### src/rtl/alu_op_sequencer.sv
// -----------------------------------------------------------------------------
// alu_op_sequencer
//
// Issue-side controller for the 32-bit ArithmeticLogicUnit. One request is
// accepted at a time over ReqValid/ReqReady. The sequencer drives the ALU
// operands and function select, pulses WF for a flag-setting op, then
// captures ALUOut and the ALU's registered flags. It also evaluates the
// request's condition code on those flags. A predicated request whose
// condition fails on the current flags is skipped without touching the ALU.
// The result is returned over RspValid/RspReady.
//
// Ports
//   Clock, Reset             rising-edge clock, synchronous active-high reset
//   ReqValid / ReqReady      request handshake (ReqReady high only when idle)
//   ReqFunSel, ReqA, ReqB    ALU op code and operands, latched on accept
//   ReqSetFlags              1 = this op updates the ALU flag register
//   ReqCond, ReqPred         condition code; predicate enables skipping
//   A, B, FunSel, WF         drive to the ALU
//   ALUOut, FlagsIn          from the ALU; flags ordered {Z,C,N,O}
//   RspValid / RspReady      response handshake
//   RspResult, RspFlags      captured ALUOut (0 when skipped) and flags
//   RspCondTrue, RspExec     condition on RspFlags; 1 = executed, 0 = skipped
// -----------------------------------------------------------------------------
module alu_op_sequencer #(
   parameter int DATA_W = 32,
   parameter int CC_W   = 3
) (
   input  logic              Clock,
   input  logic              Reset,
   input  logic              ReqValid,
   output logic              ReqReady,
   input  logic [4:0]        ReqFunSel,
   input  logic [DATA_W-1:0] ReqA,
   input  logic [DATA_W-1:0] ReqB,
   input  logic              ReqSetFlags,
   input  logic [CC_W-1:0]   ReqCond,
   input  logic              ReqPred,
   output logic [DATA_W-1:0] A,
   output logic [DATA_W-1:0] B,
   output logic [4:0]        FunSel,
   output logic              WF,
   input  logic [DATA_W-1:0] ALUOut,
   input  logic [3:0]        FlagsIn,
   output logic              RspValid,
   input  logic              RspReady,
   output logic [DATA_W-1:0] RspResult,
   output logic [3:0]        RspFlags,
   output logic              RspCondTrue,
   output logic              RspExec
);

   typedef enum logic [1:0] {IDLE, EXEC, FLAG, RESP} state_t;

   state_t              state_q;
   logic [DATA_W-1:0]   a_q;
   logic [DATA_W-1:0]   b_q;
   logic [4:0]          funsel_q;
   logic [CC_W-1:0]     cond_q;
   logic                wf_q;
   logic                rsp_valid_q;
   logic [DATA_W-1:0]   rsp_result_q;
   logic [3:0]          rsp_flags_q;
   logic                rsp_cond_q;
   logic                rsp_exec_q;
   logic                req_cond_d;

   // Condition code evaluated on flags ordered {Z,C,N,O}.
   function automatic logic cond_eval(input logic [CC_W-1:0] cc, input logic [3:0] fl);
      logic z, c, n, o;
      z = fl[3];
      c = fl[2];
      n = fl[1];
      o = fl[0];
      case (cc)
         3'b000:  return 1'b1;      // AL
         3'b001:  return z;         // EQ
         3'b010:  return !z;        // NE
         3'b011:  return c;         // CS
         3'b100:  return !c;        // CC
         3'b101:  return n;         // MI
         3'b110:  return o;         // VS
         default: return (n == o);  // GE
      endcase
   endfunction

   // Predicate test uses the flags as they stand at the accept edge.
   assign req_cond_d = cond_eval(ReqCond, FlagsIn);

   always_ff @(posedge Clock) begin
      if (Reset) begin
         state_q      <= IDLE;
         a_q          <= '0;
         b_q          <= '0;
         funsel_q     <= '0;
         cond_q       <= '0;
         wf_q         <= 1'b0;
         rsp_valid_q  <= 1'b0;
         rsp_result_q <= '0;
         rsp_flags_q  <= '0;
         rsp_cond_q   <= 1'b0;
         rsp_exec_q   <= 1'b0;
      end else begin
         case (state_q)
            IDLE: begin
               if (ReqValid) begin
                  a_q      <= ReqA;
                  b_q      <= ReqB;
                  funsel_q <= ReqFunSel;
                  cond_q   <= ReqCond;
                  if (ReqPred && !req_cond_d) begin
                     // Skipped op: response fields are final now, but
                     // RspValid rises one cycle later (first RESP cycle).
                     rsp_result_q <= '0;
                     rsp_flags_q  <= FlagsIn;
                     rsp_cond_q   <= 1'b0;
                     rsp_exec_q   <= 1'b0;
                     state_q      <= RESP;
                  end else begin
                     // WF is the latched SetFlags, live only during EXEC.
                     wf_q    <= ReqSetFlags;
                     state_q <= EXEC;
                  end
               end
            end
            EXEC: begin
               // ALUOut is combinational on the held operands; the ALU
               // commits its flags on this same edge.
               rsp_result_q <= ALUOut;
               wf_q         <= 1'b0;
               state_q      <= FLAG;
            end
            FLAG: begin
               rsp_flags_q <= FlagsIn;
               rsp_cond_q  <= cond_eval(cond_q, FlagsIn);
               rsp_exec_q  <= 1'b1;
               rsp_valid_q <= 1'b1;
               state_q     <= RESP;
            end
            RESP: begin
               if (!rsp_valid_q) begin
                  rsp_valid_q <= 1'b1;
               end else if (RspReady) begin
                  rsp_valid_q <= 1'b0;
                  state_q     <= IDLE;
               end
            end
            default: state_q <= IDLE;
         endcase
      end
   end

   assign ReqReady    = (state_q == IDLE);
   assign A           = a_q;
   assign B           = b_q;
   assign FunSel      = funsel_q;
   assign WF          = wf_q;
   assign RspValid    = rsp_valid_q;
   assign RspResult   = rsp_result_q;
   assign RspFlags    = rsp_flags_q;
   assign RspCondTrue = rsp_cond_q;
   assign RspExec     = rsp_exec_q;

endmodule

### config.mk
export PLATFORM = sky130hd
export DESIGN_NAME = alu_op_sequencer
export DESIGN_NICKNAME = d
export VERILOG_FILES = /design/src/rtl/alu_op_sequencer.sv
export SDC_FILE = /design/constraint.sdc
export NUM_CORES = 1
export LEC_CHECK = 0
export BUFFER_PORTS_ARGS = -buffer_cell sky130_fd_sc_hd__buf_2
export CAP_MARGIN = 20
export CORE_MARGIN = 5
export CORE_UTILIZATION = 45
export DETAILED_ROUTE_END_ITERATION = 6
export GPL_TIMING_DRIVEN = 0
export MAX_ROUTING_LAYER = met4
export PLACE_DENSITY_LB_ADDON = 0.1
export RECOVER_POWER = 25
export SLEW_MARGIN = 25
export SYNTH_ARGS = -nofsm -noshare
export SYNTH_HDL_FRONTEND = slang
export SYNTH_SLANG_ARGS = --single-unit
### constraint.sdc
create_clock -name Clock -period 2.1 [get_ports Clock]
set_input_delay 0.525 -clock Clock [delete_from_list [all_inputs] [get_ports Clock]]
set_output_delay 0.525 -clock Clock [all_outputs]
set_load 0.05 [all_outputs]
==> results of run 1 <==
[repair_timing]
action	CTS	global route
hold endpoints to repair	0	0
cloned	0	0
setup endpoints to repair	26	6
resized for setup	1	2
[flip-flops by register name, summed over array words and instances, names as in the netlist]
name         flops
WF               1
RspFlags         4
RspExec          1
A               32
state_q          2
RspResult       32
FunSel           5
B               32
RspValid         1
RspCondTrue      1
cond_q           3
[report_power, final]
part	internal, mW	switching, mW	leakage [nW]	total, mW
sequential	2.53	0.208	0.930	2.74
clock	1.94	0.969	0.291	2.91
combinational	0.916	2.37	1.75	3.29
[cell families after synthesis]
logic type / Yosys count / synth area share (%)
buffers and inverters: 44 / 4.88
flip-flops: 114 / 48.6
AO/OA/AOI/OAI: 88 / 11.0
AND/OR/NAND/NOR: 244 / 25.3
XOR/XNOR: 1 / 0.346
multiplexers: 41 / 8.79
adder cells (fa/ha/maj): 4 / 1.07
[per-layer routing]
metal | vias up | GRT usage (%) | wire length [um]
li1 | 2256 | - | -
met1 | 2023 | 23.6 | 5510
met2 | 158 | 37.7 | 6710
met3 | 26 | 8.19 | 1090
met4 | 0 | 8.01 | 284
met5 | - | - | 0
[stage by stage]
step | cells | instance area (um2)
global route | 927 | 6520
floorplan | 536 | 4700
CTS | 926 | 6580
finish | 927 | 6520
detailed placement | 894 | 5980
global placement | 894 | 5980
[final cells by class]
class	instances	area, um2
clock buffer	21	439
inverter	4	15.0
clock inverter	11	160
fill	920	3710
sequential	114	2280
antenna	1	2.50
multi-input combinational	378	2180
timing repair buffer	222	1050
buffer	40	216
tap	136	170
[worst max-delay path, cell delays in order (launching register included)]
cell,delay [ns]
dfxtp_1,0.38
inv_1,0.08
ha_1,0.21
buf_4,0.16
and2_1,0.14
nand2_1,0.10
a21oi_4,0.06
a21oi_4,0.35
buf_12,0.19
mux2i_1,0.19
[worst max path at each step]
stage	startpoint	to	slack, ns	depth (start not counted)
after floorplan	state_q[0]	RspResult[10]	0.05	9
after global placement	Reset	A[24]	-0.12	5
after detailed placement	Reset	FunSel[1]	-0.17	5
after CTS	state_q[0]	A[23]	0.14	7
after global routing	state_q[1]	A[21]	0.006	8
final	state_q[0]	RspResult[4]	0.15	9
[cell usage in the layout, fill, tap and decap left out, types with 2 or more instances in the layout]
cell type and count:
a21boi_0 2, a21oi_1 73, a21oi_4 3, a311oi_1 2, buf_12 3, buf_2 175
buf_4 3, bufinv_16 4, clkbuf_1 82, clkbuf_16 16, clkbuf_2 2, clkbuf_8 2
clkinv_2 5, clkinvlp_4 2, dfxtp_1 114, ha_1 4, inv_1 4, mux2i_1 39
nand2_1 151, nand2b_1 43, nand3b_1 32, nor2_1 3, nor2b_1 7, nor3_1 3
o21ai_0 2
==> summary.txt, run 1 <==
Run status
  – Status: finished, final reports clean

Yosys
  – Seq cells post-synth: 114
  – Synth unique cells: 33
  – Seq/Total Area, Yosys: 48.6%
  – Top cell type by total area after synthesis: dfxtp_1
  – Synth top area cells: dfxtp_1 (49%), nand2_1 (12%), mux2i_1 (8.3%), a21oi_1 (7.8%), nand2b_1 (5.7%)
  – Syn Std Cell Area: 4700 um2
  – Commonest cells post-synth: nand2_1 (151), dfxtp_1 (114), a21oi_1 (73)
  – EDFF count, synth: 0
  – Avg Cell Area, Syn: 8.76 um2
  – Yosys warns: 0
  – Most frequent cell after synthesis: nand2_1
  – Mapped Cells: 536
  – Post-synth top flop: dfxtp_1
  – Fraction of registers with async set or reset after synthesis: 0%
  – Syn Nets: 654
  – Yosys top cell area share: 48.6%

GRT
  – Initial antenna violation count: 1
  – Vias in the first global route: 4629
  – Largest net degree at the start of global routing: 17
  – GR Overflow Total: 0
  – First-pass GRT wire length: 21.9 mm
  – GRT Util Overall: 22.1%

CTS
  – Clk sinks: 114
  – Setup Buffers After CTS: 0
  – CTS Buf Count: 17
  – CTS root buffer: clkbuf_8
  – Hold buffer count at cts: 0
  – CTS clk-pin slew, worst paths: 0.06 ns
  – Clock H-tree levels: 4
  – TritonCTS clock tree: yes
  – Max clock buf depth: 2
  – Clock latency on the worst-skew pair: 0.52 ns

Timing
  – Final Critical Period: 1.95 ns
  – Slew @ Worst Pin: 0.664 ns
  – RSZ-0062 raised after global routing: no
  – Worst hold slack: 0.221 ns
  – Setup TNS: 0 ns
  – Slew HR: 55.9%
  – Final hold viol count: 0
  – Final Max Slew Viols: 0
  – Final worst path period share: 92.9%
  – Max Clk Rate: 513 MHz
  – Final setup violation count: 0
  – Worst clock skew: 0.00589 ns
  – Min setup slack post-route: 0.149 ns

Floorplanning
  – Chip Width: 112 um
  – Die H: 112 um
  – Rows: 37
  – Initial Util: 45.9%
  – Die Area: 12600 um2
  – I/O pin count: 224
  – Core ar.: 10200 um2

Drt
  – Initial DRC Count: 212
  – Vias per inst: 4.81
  – Total Wirelength: 13.6 mm
  – Vias: 4463
  – WL/cell: 14.7 um
  – # DRC: 0
  – Post-route ant nets: 0
  – Drt pass-1 iters: 4

Critical path
  – R2r setup slk: 0.15 ns
  – Reg-to-Reg Start: state_q[0]
  – CP arrival: 2.40 ns
  – Worst EP required: 2.54 ns
  – Crit end category: flop
  – Startpoint types: flop
  – Setup CP Type: flop to flop
  – Worst-case reg-to-reg path depth: 9
  – Worst-path maximum fanout: 10
  – FF-to-FF End: RspResult[4]

Power
  – Power per Cell Area: 1370 nW/um2
  – Final Power: 8.94 mW
  – LEAKAGE: 2.97 nW
  – VDD IR-drop max: 0.662 mV

Placement
  – Dpl ws: -0.174 ns
  – IO buf count: 222
  – DPL Wire Length: 10.3 mm
  – Gpl congestion: 0.763

Flow run
  – Max-Cap Viols: 0

Worst hold path
  – Worst Hold End: RspValid
  – Hold_sp: RspReady
  – HP Class: input port to flop
  – Hold Path Depth: 2

Final layout
  – P&R area growth vs syn: 38.8%
  – Layout cell share with drive strength beyond 1: 27.8%
  – Util after Layout: 63.7%
  – Fin nets: 895
No activity file was read; power rests on OpenSTA's default activity.
==> run 2: changes to the inputs <==
Settings changed: CTS_BUF_LIST from default to sky130_fd_sc_hd__clkbuf_8.
==> summary.txt, run 2 (same netlist as run 1, synthesis figures left out) <==
Final layout
  – Commonest non-fill, non-tap cell in the layout: buf_2
  – Most frequent cells in the layout: buf_2 (173), nand2_1 (151), dfxtp_1 (114)
  – Util after Layout: 61.9% (-1.8 points)
  – Layout cell share with drive strength beyond 1: 27.6% (-0.25 points)
  – Fin nets: 895 (unchanged)
  – P&R area growth vs syn: 34.9%

Floorplanning
  – Core ar.: 10200 um2 (unchanged)
  – Chip Width: 112 um (unchanged)
  – Die Area: 12600 um2 (unchanged)
  – Rows: 37 (unchanged)
  – Die H: 112 um (unchanged)
  – Initial Util: 45.9% (unchanged)
  – I/O pin count: 224 (unchanged)

Timing
  – Final Max Slew Viols: 0 (unchanged)
  – Worst hold slack: 0.315 ns (+0.0940 ns)
  – RSZ-0062 raised after global routing: no
  – Final worst path period share: 92.9% (about the same)
  – Slew @ Worst Pin: 0.663 ns (-0.000950 ns)
  – Min setup slack post-route: 0.149 ns (-0.000336 ns)
  – Final hold viol count: 0 (unchanged)
  – Max Clk Rate: 513 MHz (about the same)
  – Setup TNS: 0 ns (unchanged)
  – Final Critical Period: 1.95 ns (+0.000336 ns)
  – Slew HR: 56.0% (+0.063 points)
  – Worst clock skew: 0.0102 ns (+0.00429 ns)
  – Final setup violation count: 0 (unchanged)

Drt
  – Vias: 4481 (+0.40%)
  – # DRC: 0 (unchanged)
  – Initial DRC Count: 218 (+2.8%)
  – Vias per inst: 4.83 (+0.40%)
  – Post-route ant nets: 0 (unchanged)
  – Total Wirelength: 13.5 mm (-0.77%)
  – WL/cell: 14.5 um (-0.77%)
  – Drt pass-1 iters: 4 (unchanged)

CTS
  – Clock latency on the worst-skew pair: 0.42 ns (-0.10 ns)
  – Setup Buffers After CTS: 0 (unchanged)
  – CTS Buf Count: 17 (unchanged)
  – Clk sinks: 114 (unchanged)
  – Clock H-tree levels: 4 (unchanged)
  – CTS clk-pin slew, worst paths: 0.07 ns (about the same)
  – CTS root buffer: clkbuf_8
  – TritonCTS clock tree: yes
  – Max clock buf depth: 2 (unchanged)

Flow run
  – Max-Cap Viols: 0 (unchanged)

Power
  – LEAKAGE: 2.89 nW (-2.6%)
  – Power per Cell Area: 1290 nW/um2 (-5.7%)
  – VDD IR-drop max: 0.690 mV (+4.2%)

Critical path
  – Worst EP required: 2.45 ns (-0.09 ns)
  – Crit end category: flop
  – R2r setup slk: 0.15 ns (about the same)
  – FF-to-FF End: RspResult[19]
  – Setup CP Type: flop to flop
  – CP arrival: 2.30 ns (-0.10 ns)
  – Worst-path maximum fanout: 10 (unchanged)
  – Reg-to-Reg Start: state_q[0]
  – Worst-case reg-to-reg path depth: 9 (unchanged)
  – Startpoint types: flop

GRT
  – GRT Util Overall: 21.9% (-0.24 points)
  – Largest net degree at the start of global routing: 17 (unchanged)
  – GR Overflow Total: 0 (unchanged)
  – Vias in the first global route: 4623 (-0.13%)
  – Initial antenna violation count: 1 (unchanged)
  – First-pass GRT wire length: 21.7 mm (-0.89%)

Placement
  – DPL Wire Length: 10.3 mm (unchanged)
  – IO buf count: 222 (unchanged)
  – Dpl ws: -0.174 ns (unchanged)
  – Gpl congestion: 0.763 (unchanged)

Worst hold path
  – HP Class: input port to flop
  – Worst Hold End: RspValid
  – Hold Path Depth: 2 (unchanged)
  – Hold_sp: RspReady

Run status
  – Status: finished, final reports clean
==> run 2: worst max-delay path by stage <==
stage / startpoint / end / slack [ns]
2_1_floorplan: state_q[0] / RspResult[10] / 0.05
3_3_place_gp: Reset / A[24] / -0.12
3_5_place_dp: Reset / FunSel[1] / -0.17
4_1_cts: state_q[0] / RspResult[19] / 0.14
5_1_grt: state_q[1] / A[2] / 0.006
6_report: state_q[0] / RspResult[19] / 0.15
==> run 2: power by group <==
group | switching [mW] | internal [mW] | total [mW]
combinational | 2.38 | 0.913 | 3.29
clock | 0.876 | 1.30 | 2.18
sequential | 0.208 | 2.53 | 2.73
==> run 2: per-stage QoR <==
| stage | total power [mW] | cell area [um2] | cells |
|---|---|---|---|
| floorplan | 5.30 | 4700 | 536 |
| global placement | 6.05 | 5980 | 894 |
| detailed placement | 6.12 | 5980 | 894 |
| CTS | 8.30 | 6400 | 926 |
| global route | 8.65 | 6340 | 927 |
| finish | 8.20 | 6340 | 927 |
==> run 2: repair_timing <==
item                       CTS  global route
setup endpoints to repair   26             6
gates resized for setup      1             2
hold buffers                 0             0
==> run 2: layer usage <==
metal / share of wire [%] / track usage, % / vias to the layer above
met2: 49 / 37.4 / 167
met1: 41 / 23.5 / 2042
li1: - / - / 2251
met5: 0 / - / -
met3: 8.1 / 7.87 / 21
met4: 1.9 / 7.77 / 0
==> run 2: layout make-up <==
class,count,area [um2]
fill,950,3890
sequential,114,2280
multi-input combinational,378,2180
timing repair buffer,222,1050
clock buffer,18,248
buffer,40,216
clock inverter,14,171
tap,136,170
inverter,4,15.0
antenna,1,2.50
==> run 2: critical path: stages (launching register included) <==
cell	delay, ns
dfxtp_1	0.38
inv_1	0.08
ha_1	0.21
buf_4	0.16
and2_1	0.14
nand2_1	0.10
a21oi_4	0.06
a21oi_4	0.35
buf_12	0.20
mux2i_1	0.19
==> run 3: changes to the inputs <==
Settings changed: BUFFER_PORTS_ARGS -buffer_cell sky130_fd_sc_hd__buf_2 to -buffer_cell sky130_fd_sc_hd__buf_4.
==> summary.txt, run 3 (same netlist as run 1, synthesis figures left out) <==
GRT
  – Initial antenna violation count: 0 (-1)
  – Vias in the first global route: 4620 (-0.065%)
  – First-pass GRT wire length: 22.0 mm (+1.7%)
  – Global Route met3 Usage: 7.33% (-0.54 points)
  – Largest net degree at the start of global routing: 17 (unchanged)
  – Busiest grt layer: met2
  – GRT Util Overall: 22.3% (+0.39 points)
  – Met1 global-route usage: 24.6% (+1.1 points)
  – Met2 Use GR: 36.9% (-0.52 points)
  – GR Overflow Total: 0 (unchanged)

Placement
  – Dpl cell area: 6530 um2 (+9.3%)
  – IO buf count: 222 (unchanged)
  – DPL Wire Length: 10.7 mm (+4.1%)
  – Placed insts: 894 (unchanged)
  – Gpl congestion: 0.773 (+1.2%)

Power
  – Sw Share: 43.3% (+1.1 points)
  – P_int: 4.71 mW (-0.52%)
  – Power per Cell Area: 1230 nW/um2 (-4.7%)
  – Clk pwr share: 25.1% (-1.4 points)
  – LEAKAGE: 2.97 nW (+2.8%)
  – Sequential share of power: 32.9% (-0.5 points)
  – P_sw: 3.61 mW (+4.2%)
  – Logic pwr share: 42.0% (+1.9 points)
  – VDD IR-drop max: 0.573 mV (-17%)

Timing
  – Final Max Slew Viols: 0 (unchanged)
  – Final hold viol count: 0 (unchanged)
  – RSZ-0062 raised after global routing: no
  – Worst clock skew: 0.0127 ns (+0.00253 ns)
  – Max Clk Rate: 511 MHz (-0.36%)
  – Slew HR: 56.1% (+0.12 points)
  – Final Critical Period: 1.96 ns (+0.00711 ns)
  – Final setup violation count: 0 (unchanged)
  – Final worst path period share: 93.3% (+0.34 points)
  – Slew @ Worst Pin: 0.661 ns (-0.00186 ns)

Critical path
  – Slowest CP cell: dfxtp_1
  – Worst-path maximum fanout: 10 (unchanged)
  – Crit path top cell by count: a21oi_4
  – Worst-path cell chain: inv_1, ha_1, buf_4, and2_1, nand2_1, a21oi_4, a21oi_4, buf_12, mux2i_1
  – Startpoint types: flop
  – Slowest stage delay, CP: 0.38 ns (about the same)
  – Crit end category: flop
  – CP arrival: 2.30 ns (about the same)
  – Setup CP Type: flop to flop
  – R2r setup slk: 0.14 ns (about the same)
  – Worst EP required: 2.44 ns (about the same)

Drt
  – WL/cell: 15.2 um (+4.2%)
  – Drt pass-1 iters: 4 (unchanged)
  – Initial DRC Count: 230 (+5.5%)
  – Vias per inst: 4.94 (+2.2%)
  – Vias: 4574 (+2.1%)
  – Total Wirelength: 14.0 mm (+4.0%)
  – Post-route ant nets: 0 (unchanged)
  – # DRC: 0 (unchanged)

Floorplanning
  – Chip Width: 112 um (unchanged)
  – Initial Util: 45.9% (unchanged)
  – Rows: 37 (unchanged)
  – Core ar.: 10200 um2 (unchanged)
  – Die Area: 12600 um2 (unchanged)
  – Die H: 112 um (unchanged)
  – I/O pin count: 224 (unchanged)

CTS
  – Clk sinks: 114 (unchanged)
  – Hold buffer count at cts: 0 (unchanged)
  – CTS root buffer: clkbuf_8
  – CTS Buf Count: 17 (unchanged)
  – CTS clk-pin slew, worst paths: 0.07 ns (about the same)
  – Clock H-tree levels: 4 (unchanged)
  – Setup Buffers After CTS: 0 (unchanged)
  – TritonCTS clock tree: yes
  – Max clock buf depth: 2 (unchanged)
  – Clock latency on the worst-skew pair: 0.42 ns (about the same)

Final layout
  – P&R area growth vs syn: 43.6%
  – Most frequent cells in the layout: buf_4 (173), nand2_1 (151), dfxtp_1 (114)
  – Final instance area: 6740 um2 (+6.4%)
  – Layout cell share with drive strength beyond 1: 28.1% (+0.51 points)
  – Fill cells: 912 (-4.0%)
  – Commonest non-fill, non-tap cell in the layout: buf_4
  – Non-filler cells, final: 926 (-0.11%)
  – Ant. Diodes: 0 (-1)
  – Fin nets: 895 (unchanged)

Worst hold path
  – HP Class: input port to flop

Flow run
  – Max-Cap Viols: 0 (unchanged)

Run status
  – Status: finished, final reports clean
-- run 3: metal layers --
layer,up-vias,share of wire [%]
met2,178,49
met4,0,2.5
met1,2113,41
met5,-,0
li1,2249,-
met3,34,8.0
-- run 3: worst max-delay path: cells and delay by family (launching register included) --
kind,cells,cell delay [ns]
compound gates,2,0.41
flops,1,0.38
simple gates,2,0.25
mux,1,0.20
buf+inv,3,0.44
fa+ha+maj,1,0.20
-- run 3: path summary, 6_finish.rpt --
| check | from | to | cells past startpoint |
|---|---|---|---|
| setup reg to reg | state_q[1] | RspResult[4] | 9 |
| hold / removal | RspReady | RspValid | 2 |
| setup / recovery | state_q[1] | RspResult[4] | 9 |
| hold reg to reg | B[31] | B[31] | 2 |
-- run 3: metrics by stage --
| stage | power (mW) | util, % | TNS (ns) | setup WS, ns | hold slack (ns) |
|---|---|---|---|---|---|
| detailed placement | 6.41 | 63.8 | -3.62 | -0.173 | 0.447 |
| finish | 8.32 | 65.9 | 0 | 0.142 | 0.321 |
| CTS | 8.50 | 67.8 | 0 | 0.124 | 0.301 |
| global route | 8.74 | 65.9 | 0 | 0.00339 | 0.307 |
| global placement | 6.32 | 63.8 | -2.06 | -0.111 | 0.442 |
| floorplan | 5.30 | - | 0 | 0.0535 | 0.446 |
-- run 3: what timing repair did --
action / 4_1_cts / 5_1_grt
resized for setup: 1 / 4
cloned: 0 / 0
setup endpoints to repair: 36 / 5
-- run 3: final cells by class --
class	count	area, um2	area share, %
plain buffers	40	218	3.23
inverters	4	15.0	0.223
clock inverters	14	155	2.30
clock buffers	18	248	3.67
well taps	136	170	2.52
repair buffers	222	1470	21.8
multi-input cells	378	2180	32.4
flip-flops and latches	114	2280	33.8
-- run 3: power by group through the flow --
stage | combinational, mW | sequential (mW) | clock [mW]
after floorplan | 1.39 | 3.91 | 0
after global placement | 3.56 | 2.76 | 0
after detailed placement | 3.63 | 2.78 | 0
after CTS | 3.64 | 2.74 | 2.13
after global routing | 3.73 | 2.78 | 2.23
final | 3.50 | 2.74 | 2.08
